$ cat config.mk
export PLATFORM = sky130hd
export DESIGN_NAME = timer_regs
export DESIGN_NICKNAME = d
export VERILOG_FILES = /design/src/rtl/timer_regs.sv
export SDC_FILE = /design/constraint.sdc
export NUM_CORES = 1
export LEC_CHECK = 0
export ABC_AREA = 0
export CAP_MARGIN = 20
export CORE_MARGIN = 1.5
export CORE_UTILIZATION = 59
export DETAILED_ROUTE_END_ITERATION = 6
export PLACE_DENSITY = 0.81
export SETUP_SLACK_MARGIN = 0.02
export SLEW_MARGIN = 20
export SYNTH_ARGS = -nofsm -noshare
export SYNTH_HDL_FRONTEND = slang
export SYNTH_SLANG_ARGS = --single-unit
$ cat constraint.sdc
create_clock -name sys_clk -period 6.9 [get_ports sys_clk]
set_clock_uncertainty 0.2 [all_clocks]
set_input_delay 2.07 -clock sys_clk [delete_from_list [all_inputs] [get_ports sys_clk]]
set_output_delay 2.07 -clock sys_clk [all_outputs]
set_load 0.1 [all_outputs]
$ cat src/rtl/timer_regs.sv
// APB timer register file: 64-bit prescaled up-counter, 64-bit compare and interrupt.
// Optional debug halt (THCSR at 0x1C) is built only when TIMER_HALT_EN is defined.
module timer_regs (
    input  logic        sys_clk,
    input  logic        sys_rst_n,
    input  logic [11:0] tim_paddr,
    input  logic [31:0] tim_pwdata,
    input  logic [3:0]  tim_pstrb,
    input  logic        wr_en,
    input  logic        rd_en,
    input  logic        dbg_mode,
    output logic [31:0] tim_prdata,
    output logic        reg_error_flag,
    output logic        tim_int
);

    localparam logic [9:0] WordTcr   = 10'd0;
    localparam logic [9:0] WordTdr0  = 10'd1;
    localparam logic [9:0] WordTdr1  = 10'd2;
    localparam logic [9:0] WordTcmp0 = 10'd3;
    localparam logic [9:0] WordTcmp1 = 10'd4;
    localparam logic [9:0] WordTier  = 10'd5;
    localparam logic [9:0] WordTisr  = 10'd6;
    localparam logic [9:0] WordThcsr = 10'd7;

    function automatic logic [31:0] merge(input logic [31:0] old_val,
                                          input logic [31:0] new_val,
                                          input logic [3:0]  strb);
        logic [31:0] res;
        for (int b = 0; b < 4; b++) begin
            res[8*b +: 8] = strb[b] ? new_val[8*b +: 8] : old_val[8*b +: 8];
        end
        return res;
    endfunction

    logic        timer_en_q, timer_en_d;
    logic        div_en_q, div_en_d;
    logic [3:0]  div_val_q, div_val_d;
    logic [63:0] cnt_q, cnt_d;
    logic [7:0]  pre_q, pre_d;
    logic [63:0] cmp_q, cmp_d;
    logic        int_en_q, int_en_d;
    logic        int_st_q, int_st_d;
    logic        tim_int_q, tim_int_d;

    logic [9:0]  word;
    logic        sel_tcr, sel_tdr0, sel_tdr1, sel_tcmp0, sel_tcmp1, sel_tier, sel_tisr;
    logic        tcr_ten, tcr_den, tcr_err, wr_ok, int_clr, tick, halted;
    logic [3:0]  tcr_dval;
    logic [8:0]  pre_period;
    logic [31:0] thcsr_rd, rd_data;

    assign word      = tim_paddr[11:2];
    assign sel_tcr   = (word == WordTcr);
    assign sel_tdr0  = (word == WordTdr0);
    assign sel_tdr1  = (word == WordTdr1);
    assign sel_tcmp0 = (word == WordTcmp0);
    assign sel_tcmp1 = (word == WordTcmp1);
    assign sel_tier  = (word == WordTier);
    assign sel_tisr  = (word == WordTisr);

`ifdef TIMER_HALT_EN
    logic halt_req_q, halt_req_d, halt_ack_q, halt_ack_d;
    logic unused_addr;

    assign unused_addr = ^tim_paddr[1:0];
    assign halted      = halt_ack_q;
    assign thcsr_rd    = {30'h0, halt_ack_q, halt_req_q};

    always_comb begin
        halt_req_d = halt_req_q;
        if (wr_ok && (word == WordThcsr) && tim_pstrb[0]) begin
            halt_req_d = tim_pwdata[0];
        end
        halt_ack_d = dbg_mode & halt_req_q;
    end

    always_ff @(posedge sys_clk or negedge sys_rst_n) begin
        if (!sys_rst_n) begin
            halt_req_q <= 1'b0;
            halt_ack_q <= 1'b0;
        end else begin
            halt_req_q <= halt_req_d;
            halt_ack_q <= halt_ack_d;
        end
    end
`else
    logic unused_inputs;

    assign unused_inputs = ^{tim_paddr[1:0], dbg_mode};
    assign halted        = 1'b0;
    assign thcsr_rd      = 32'h0;
`endif

    // TCR fields as they would look after this write, honouring byte strobes
    always_comb begin
        tcr_ten  = tim_pstrb[0] ? tim_pwdata[0]    : timer_en_q;
        tcr_den  = tim_pstrb[0] ? tim_pwdata[1]    : div_en_q;
        tcr_dval = tim_pstrb[1] ? tim_pwdata[11:8] : div_val_q;
        tcr_err  = sel_tcr & ((tcr_dval > 4'd8) |
                   (timer_en_q & ((tcr_den != div_en_q) | (tcr_dval != div_val_q))));
    end

    assign reg_error_flag = wr_en & tcr_err;
    assign wr_ok          = wr_en & ~tcr_err;
    assign pre_period     = 9'd1 << div_val_q;
    assign tick           = ~div_en_q | ({1'b0, pre_q} == (pre_period - 9'd1));

    // Software writes take priority over counting; disabling clears the count
    always_comb begin
        cnt_d = cnt_q;
        pre_d = pre_q;
        if (wr_ok && sel_tcr && timer_en_q && !tcr_ten) begin
            cnt_d = '0;
            pre_d = '0;
        end else if (wr_ok && sel_tdr0) begin
            cnt_d[31:0] = merge(cnt_q[31:0], tim_pwdata, tim_pstrb);
            pre_d       = '0;
        end else if (wr_ok && sel_tdr1) begin
            cnt_d[63:32] = merge(cnt_q[63:32], tim_pwdata, tim_pstrb);
            pre_d        = '0;
        end else if (timer_en_q && !halted) begin
            if (tick) begin
                cnt_d = cnt_q + 64'd1;
                pre_d = '0;
            end else begin
                pre_d = pre_q + 8'd1;
            end
        end
    end

    always_comb begin
        timer_en_d = timer_en_q;
        div_en_d   = div_en_q;
        div_val_d  = div_val_q;
        cmp_d      = cmp_q;
        int_en_d   = int_en_q;
        if (wr_ok) begin
            if (sel_tcr) begin
                timer_en_d = tcr_ten;
                div_en_d   = tcr_den;
                div_val_d  = tcr_dval;
            end
            if (sel_tcmp0) cmp_d[31:0]  = merge(cmp_q[31:0], tim_pwdata, tim_pstrb);
            if (sel_tcmp1) cmp_d[63:32] = merge(cmp_q[63:32], tim_pwdata, tim_pstrb);
            if (sel_tier && tim_pstrb[0]) int_en_d = tim_pwdata[0];
        end
        int_clr   = wr_ok & sel_tisr & tim_pstrb[0] & tim_pwdata[0];
        int_st_d  = (cnt_q == cmp_q) | (int_st_q & ~int_clr);
        tim_int_d = int_st_q & int_en_q;
    end

    always_ff @(posedge sys_clk or negedge sys_rst_n) begin
        if (!sys_rst_n) begin
            timer_en_q <= 1'b0;
            div_en_q   <= 1'b0;
            div_val_q  <= 4'd1;
            cnt_q      <= '0;
            pre_q      <= '0;
            cmp_q      <= '1;
            int_en_q   <= 1'b0;
            int_st_q   <= 1'b0;
            tim_int_q  <= 1'b0;
        end else begin
            timer_en_q <= timer_en_d;
            div_en_q   <= div_en_d;
            div_val_q  <= div_val_d;
            cnt_q      <= cnt_d;
            pre_q      <= pre_d;
            cmp_q      <= cmp_d;
            int_en_q   <= int_en_d;
            int_st_q   <= int_st_d;
            tim_int_q  <= tim_int_d;
        end
    end

    always_comb begin
        rd_data = 32'h0;
        case (word)
            WordTcr:   rd_data = {20'h0, div_val_q, 6'h0, div_en_q, timer_en_q};
            WordTdr0:  rd_data = cnt_q[31:0];
            WordTdr1:  rd_data = cnt_q[63:32];
            WordTcmp0: rd_data = cmp_q[31:0];
            WordTcmp1: rd_data = cmp_q[63:32];
            WordTier:  rd_data = {31'h0, int_en_q};
            WordTisr:  rd_data = {31'h0, int_st_q};
            WordThcsr: rd_data = thcsr_rd;
            default:   rd_data = 32'h0;
        endcase
        tim_prdata = rd_en ? rd_data : 32'h0;
    end

    assign tim_int = tim_int_q;

endmodule

==> impl_metrics.ini, run 1 <==
[layout]
drive_gt1_frac = 0.239
area_growth_pct = 22.2
nFillCells = 1214
final_common_cell = dfrtp_1
layout_common_cells = dfrtp_1, mux2_2, a21oi_1, o21ai_0
nets = 1217
regArea_mm2 = 0.00371
multiInputGateArea_mm2 = 0.00612
antenna_cells = 0

[pwr]
swShare = 0.238
p_per_area_mw_per_mm2 = 156
max-vdd-ir-drop_v = 0.000166
p_total_mw = 1.89
clockPowerShare = 0.479
power_frac_seq = 0.460
p_int_mw = 1.44
p_leak_nw = 4.09
switchingPower_uw = 451
combPwrFrac = 0.061

[global_routing]
grt_pass1_wl_mm = 53.7
grt_pass1_vias = 9583
grt.total_usage = 0.394
grt_max_degree = 89
grt-ovfl-total = 0
antenna_found_initial = 0

[routing]
drtAntennaViolNets = 0
post_drt_wl_per_cell_um = 24.4
drt_iter0_markers = 1401
viasPerCell = 7.12
drc = 2
routed-via-count = 9922
drt-total-wl_mm = 34.1
first_pass_iters = 7

[timing]
finalMaxSlewViolations = 0
fin_crit_sh = 0.991
fmax_mhz = 146
whs_ns = 0.319
slew_headroom = 0.191
worstMarginPinSlew_ns = 1.21
finalHoldViolCount = 0
rsz0062_at_grt = true
setup_viol = 0
period_needed_ns = 6.84
finalSetupTns_ns = 0

[critical_path]
arrival_ns = 4.57
reg2regPathDepth = 10
r2r_end = cnt_q[20]
crit_fanout = 16
worst_setup_path_start_kind = input port
reg2reg_slack_ns = 2.69
r2r-start = div_val_q[1]
path_class = in -> out
critPathRequiredTime_ns = 4.63
worst_setup_path_end_kind = primary output

[die]
core_mm2 = 0.0165
die_y_um = 133
pin_count = 87
die_area_mm2 = 0.0176
rows = 47
start_util = 0.601
die_x_um = 133

[synth]
synth.distinct_cells = 73
yosysWarnings = 0
synthFlopType = dfrtp_1
synth-seq-cells = 145
syn_nets = 1185
synth_area_per_cell_um2 = 8.79
async_flop_share = 1.00
synth-edff-count = 0
synthCells = 1129
synthesis.area_mm2 = 0.00992
ys_seq_area_frac = 0.374

[cts]
clk_latency_ns = 0.44
post_cts_buffers = 0
cts_buffers = 17
clk_path_buf_depth = 2
cts_tree = built
cts_hold_buf = 0
cts_resized = 0
htree_num_levels = 4
cts-root-buf = clkbuf_16
cts_sinks = 145
path_clk_slew_ns = 0.06

[placed_design]
dp_hpwl_mm = 23.6
gp_congestion = 0.994
portBuffers = 83

[worst_hold_path]
holdPathStages = 2
hp-start = cmp_q[32]
min_to = cmp_q[32]
min_path_type = reg -> reg

[flow_run]
maxCapViolations = 0

[run_status]
failed_checks = DRC
status = finished with violations
==> final cells by class <==
type | instances | share of cell area
sequential | 145 | 0.306
inverter | 22 | 0.00681
clock inverter | 12 | 0.00970
clock buffer | 20 | 0.0368
multi-input combinational | 867 | 0.504
timing repair buffer | 108 | 0.113
tap | 220 | 0.0227
==> critical path: stages <==
cell and delay [ns]:
clkdlybuf4s50_1 0.40, or4_4 0.53, or2_1 0.26, buf_4 0.18, nor3_2 0.20, buf_4 0.31
a22oi_1 0.19, a21oi_4 0.22, buf_12 0.19
==> per-layer routing <==
layer | vias to the layer above | track usage | part of all wire
li1 | 4311 | - | -
met2 | 733 | 0.615 | 0.46
met3 | 125 | 0.0900 | 0.12
met5 | - | 0 | 0
met1 | 4753 | 0.523 | 0.38
met4 | 0 | 0.186 | 0.043
==> metrics by stage <==
step | instances | utilization | setup WS [ns] | instance area, µm²
6_report | 1394 | 0.734 | 0.0641 | 12100
4_1_cts | 1394 | 0.734 | 0.0880 | 12100
2_1_floorplan | 1129 | - | -0.00592 | 10300
3_5_place_dp | 1362 | 0.699 | 0.116 | 11600
3_3_place_gp | 1362 | 0.699 | 0.134 | 11600
5_1_grt | 1394 | 0.734 | 0.00294 | 12100
==> state kept, by name, summed over array words and instances, names as in the netlist <==
register / cells
cmp_q: 64
cnt_q: 64
div_en_q: 1
div_val_q: 4
int_en_q: 1
int_st_q: 1
pre_q: 8
tim_int: 1
timer_en_q: 1
==> Yosys cell counts, types with 8 or more instances <==
cell        n  area, µm²
and4_1     10       87.6
o22ai_1     8       50.1
xor2_1      9       78.8
nand3_1    37        185
nor4_1     20        125
inv_1      22       82.6
nand4_1    35        219
and3_1     13       81.3
nor3_1     35        175
a22oi_1    67        503
xnor2_1    65        569
nand2_1    67        251
and2_1     12       75.1
o21ai_0    72        360
a21oi_1   105        526
buf_1       8       30.0
clkbuf_1   65        244
dfstp_2    65       1710
dfrtp_1    80       2000
or3_1       8       50.1
o31a_1      8       70.1
a31oi_1    15       93.8
o31ai_1    12       90.1
o21ai_1    38        190
a32oi_1    14        123
mux2_2     74        833
nor2_1     56        210
buf_2      17       85.1
==> how the worst max path moves through the flow <==
| stage | start | to | slack [ns] | cells after the start |
|---|---|---|---|---|
| 5_1_grt | tim_paddr[9] | tim_prdata[7] | 0.003 | 9 |
| 3_5_place_dp | tim_paddr[9] | tim_prdata[23] | 0.12 | 9 |
| 6_report | tim_paddr[9] | tim_prdata[23] | 0.06 | 9 |
| 3_3_place_gp | tim_paddr[9] | tim_prdata[8] | 0.13 | 9 |
| 2_1_floorplan | tim_paddr[9] | reg_error_flag | -0.006 | 6 |
| 4_1_cts | tim_paddr[9] | tim_prdata[23] | 0.09 | 9 |
==> power groups by stage <==
| stage | sequential (mW) | combinational (mW) | clock [mW] |
|---|---|---|---|
| after floorplan | 0.881 | 0.0406 | 0 |
| after global placement | 0.884 | 0.111 | 0 |
| after detailed placement | 0.884 | 0.112 | 0 |
| after CTS | 0.870 | 0.113 | 0.909 |
| after global routing | 0.871 | 0.123 | 0.941 |
| final | 0.871 | 0.115 | 0.908 |
==> logic make-up (layout without fill, tap and decap cells) <==
group | count (synthesis) | in the layout | synth area share
flip-flops | 145 | 145 | 0.374
buffers and inverters | 117 | 162 | 0.0494
XOR/XNOR | 74 | 74 | 0.0653
AO/OA/AOI/OAI | 378 | 378 | 0.238
AND/OR/NAND/NOR | 335 | 335 | 0.183
multiplexers | 77 | 77 | 0.0870
adder cells (fa/ha/maj) | 3 | 3 | 0.00378
(Power assumes the default switching activity.)
==> inputs of run 2 (changes only) <==
--- a/config.mk
+++ b/config.mk
@@ -6,7 +6,6 @@
 export NUM_CORES = 1
 export LEC_CHECK = 0
 export ABC_AREA = 0
-export CAP_MARGIN = 20
 export CORE_MARGIN = 1.5
 export CORE_UTILIZATION = 59
 export DETAILED_ROUTE_END_ITERATION = 6
==> results of run 2 <==
Final layout, timing and power as in run 1 (identical DEF).
==> inputs of run 3 (changes only) <==
--- a/config.mk
+++ b/config.mk
@@ -9,6 +9,7 @@
 export CORE_MARGIN = 1.5
 export CORE_UTILIZATION = 59
 export DETAILED_ROUTE_END_ITERATION = 6
+export MAX_ROUTING_LAYER = met4
 export PLACE_DENSITY = 0.81
 export SETUP_SLACK_MARGIN = 0.02
 export SLEW_MARGIN = 20
==> run 3 against run 2 <==
Compared with the run above:
- the flow now finishes without violations
- via count up 1.3%
- clock power grew 12%
- flip-flop and latch count did not move
- combinational power is essentially flat
- sequential share of layout area fell by 0.23 points
- cell area increased by 0.76%
- clock-buffer cell count is 3 higher
- final cell count stayed put
- critical path type unchanged
- highest routed layer unchanged
==> impl_metrics.ini, run 3 (synthesized netlist as in run 1, its figures left out) <==
[run_status]
status = completed

[cts]
cts_resized = 0
htree_num_levels = 4
cts-root-buf = clkbuf_16
cts_tree = built
cts_buffers = 17
clk_path_buf_depth = 2
clk_latency_ns = 0.44
path_clk_slew_ns = 0.06
post_cts_buffers = 0
cts_hold_buf = 0
cts_sinks = 145

[global_routing]
antenna_found_initial = 0
grt_max_degree = 103
gr-usage-met2 = 0.620
grt_use_met1 = 0.539
grt-ovfl-total = 0
grt.total_usage = 0.413
grt_pass1_vias = 9494
use_met3 = 0.0877
busiest_layer = met2
grt_pass1_wl_mm = 54.3

[placed_design]
dp_slack_ns = 0.0755
placed_cells = 1362
gp_congestion = 0.996
portBuffers = 83
dp_hpwl_mm = 23.9
dpl_cell_area_mm2 = 0.0116

[critical_path]
cpMostUsedCell = buf_4
crit_start = tim_paddr[9]
crit_buf_inv = 4
crit_family = buffers and inverters
cp_slowest_cell = or4_4
max_stage_delay_ns = 0.53
worst_setup_path_start_kind = input port
r2r_end = cnt_q[40]
worst_setup_path_end_kind = primary output
critPathRequiredTime_ns = 4.63
crit_path_cell_trace = clkdlybuf4s50_1 -> or4_4 -> or2_1 -> buf_4 -> nor3_2 -> buf_4 -> a22oi_1 -> a21oi_4 -> buf_12
arrival_ns = 4.59
path_class = in -> out
reg2regPathDepth = 10
reg2reg_slack_ns = 2.75
r2r-start = div_val_q[1]
crit_fanout = 16

[routing]
drc = 0
viasPerCell = 7.21
first_pass_iters = 7
post_drt_wl_per_cell_um = 25.0
drt-total-wl_mm = 34.8
drtAntennaViolNets = 0
drt_iter0_markers = 1517
routed-via-count = 10000

[worst_hold_path]
hp-start = cmp_q[32]
min_path_type = reg -> reg
holdPathStages = 2
min_to = cmp_q[32]

[pwr]
p_total_mw = 2.01
p_leak_nw = 4.13
max-vdd-ir-drop_v = 0.000201
p_per_area_mw_per_mm2 = 164

[die]
core_mm2 = 0.0165
start_util = 0.601
die_y_um = 133
die_x_um = 133
pin_count = 87
die_area_mm2 = 0.0176
rows = 47

[timing]
fin_crit_sh = 0.994
finalHoldViolCount = 0
finalMaxSlewViolations = 0
setup_slack_ns = 0.0445
period_needed_ns = 6.86
fmax_mhz = 146
setup_viol = 0
whs_ns = 0.305
rsz0062_at_grt = false
slew_headroom = 0.319
worstMarginPinSlew_ns = 1.02

[layout]
reg_top3 = cmp_q (64), cnt_q (64), pre_q (8)
postLayoutCellArea_mm2 = 0.0122
layout_common_cells = dfrtp_1, mux2_2, a21oi_1, o21ai_0
layout.cells.non_filler = 1394
final_common_cell = dfrtp_1
nets = 1217
antenna_cells = 0
area_growth_pct = 23.1
drive_gt1_frac = 0.239

[flow_run]
maxCapViolations = 0
-- run 3: cell count changes in the layout (fill, tap and decap cells not counted), sizes merged --
cell      before  now
clkinvlp       3    2
clkbuf        20   23
bufinv         2    4
clkinv         7    3
-- run 3: worst max-delay path by stage --
stage                endpoint  cells past startpoint
3_3_place_gp    tim_prdata[8]                      9
2_1_floorplan  reg_error_flag                      6
3_5_place_dp   tim_prdata[13]                      9
5_1_grt        tim_prdata[13]                      9
4_1_cts        tim_prdata[13]                      9
6_report        tim_prdata[8]                      9
-- run 3: per-stage QoR --
step	utilization	TNS [ns]
4_1_cts	0.738	0
3_5_place_dp	0.699	0
5_1_grt	0.739	0
6_report	0.739	0
3_3_place_gp	0.699	0
2_1_floorplan	-	-0.00592
-- run 3: where the power goes --
part           leakage (nW)  switching, mW  internal, mW
Combinational          2.08         0.0691        0.0454
Sequential             1.74        0.00943         0.861
Clock                 0.309          0.380         0.643
Total                  4.13          0.458          1.55
-- run 3: layout make-up --
cell class              count  area [µm²]
clock buffers              23         488
clock inverters             9         154
fillers                  1155        4310
inverters                  22        82.6
multi-input cells         867        6120
flip-flops and latches    145        3710
well taps                 220         275
repair buffers            108        1390
-- run 3: layer usage --
layer | vias up | routed length [µm]
met5 | - | 0
li1 | 4312 | -
met4 | 0 | 1780
met1 | 4865 | 13500
met2 | 703 | 15600
met3 | 168 | 3910
-- run 3: tightest hold or removal path: stages (launching register included) --
cell	delay, ns
dfstp_2	0.38
nand2_1	0.05
o21ai_0	0.07
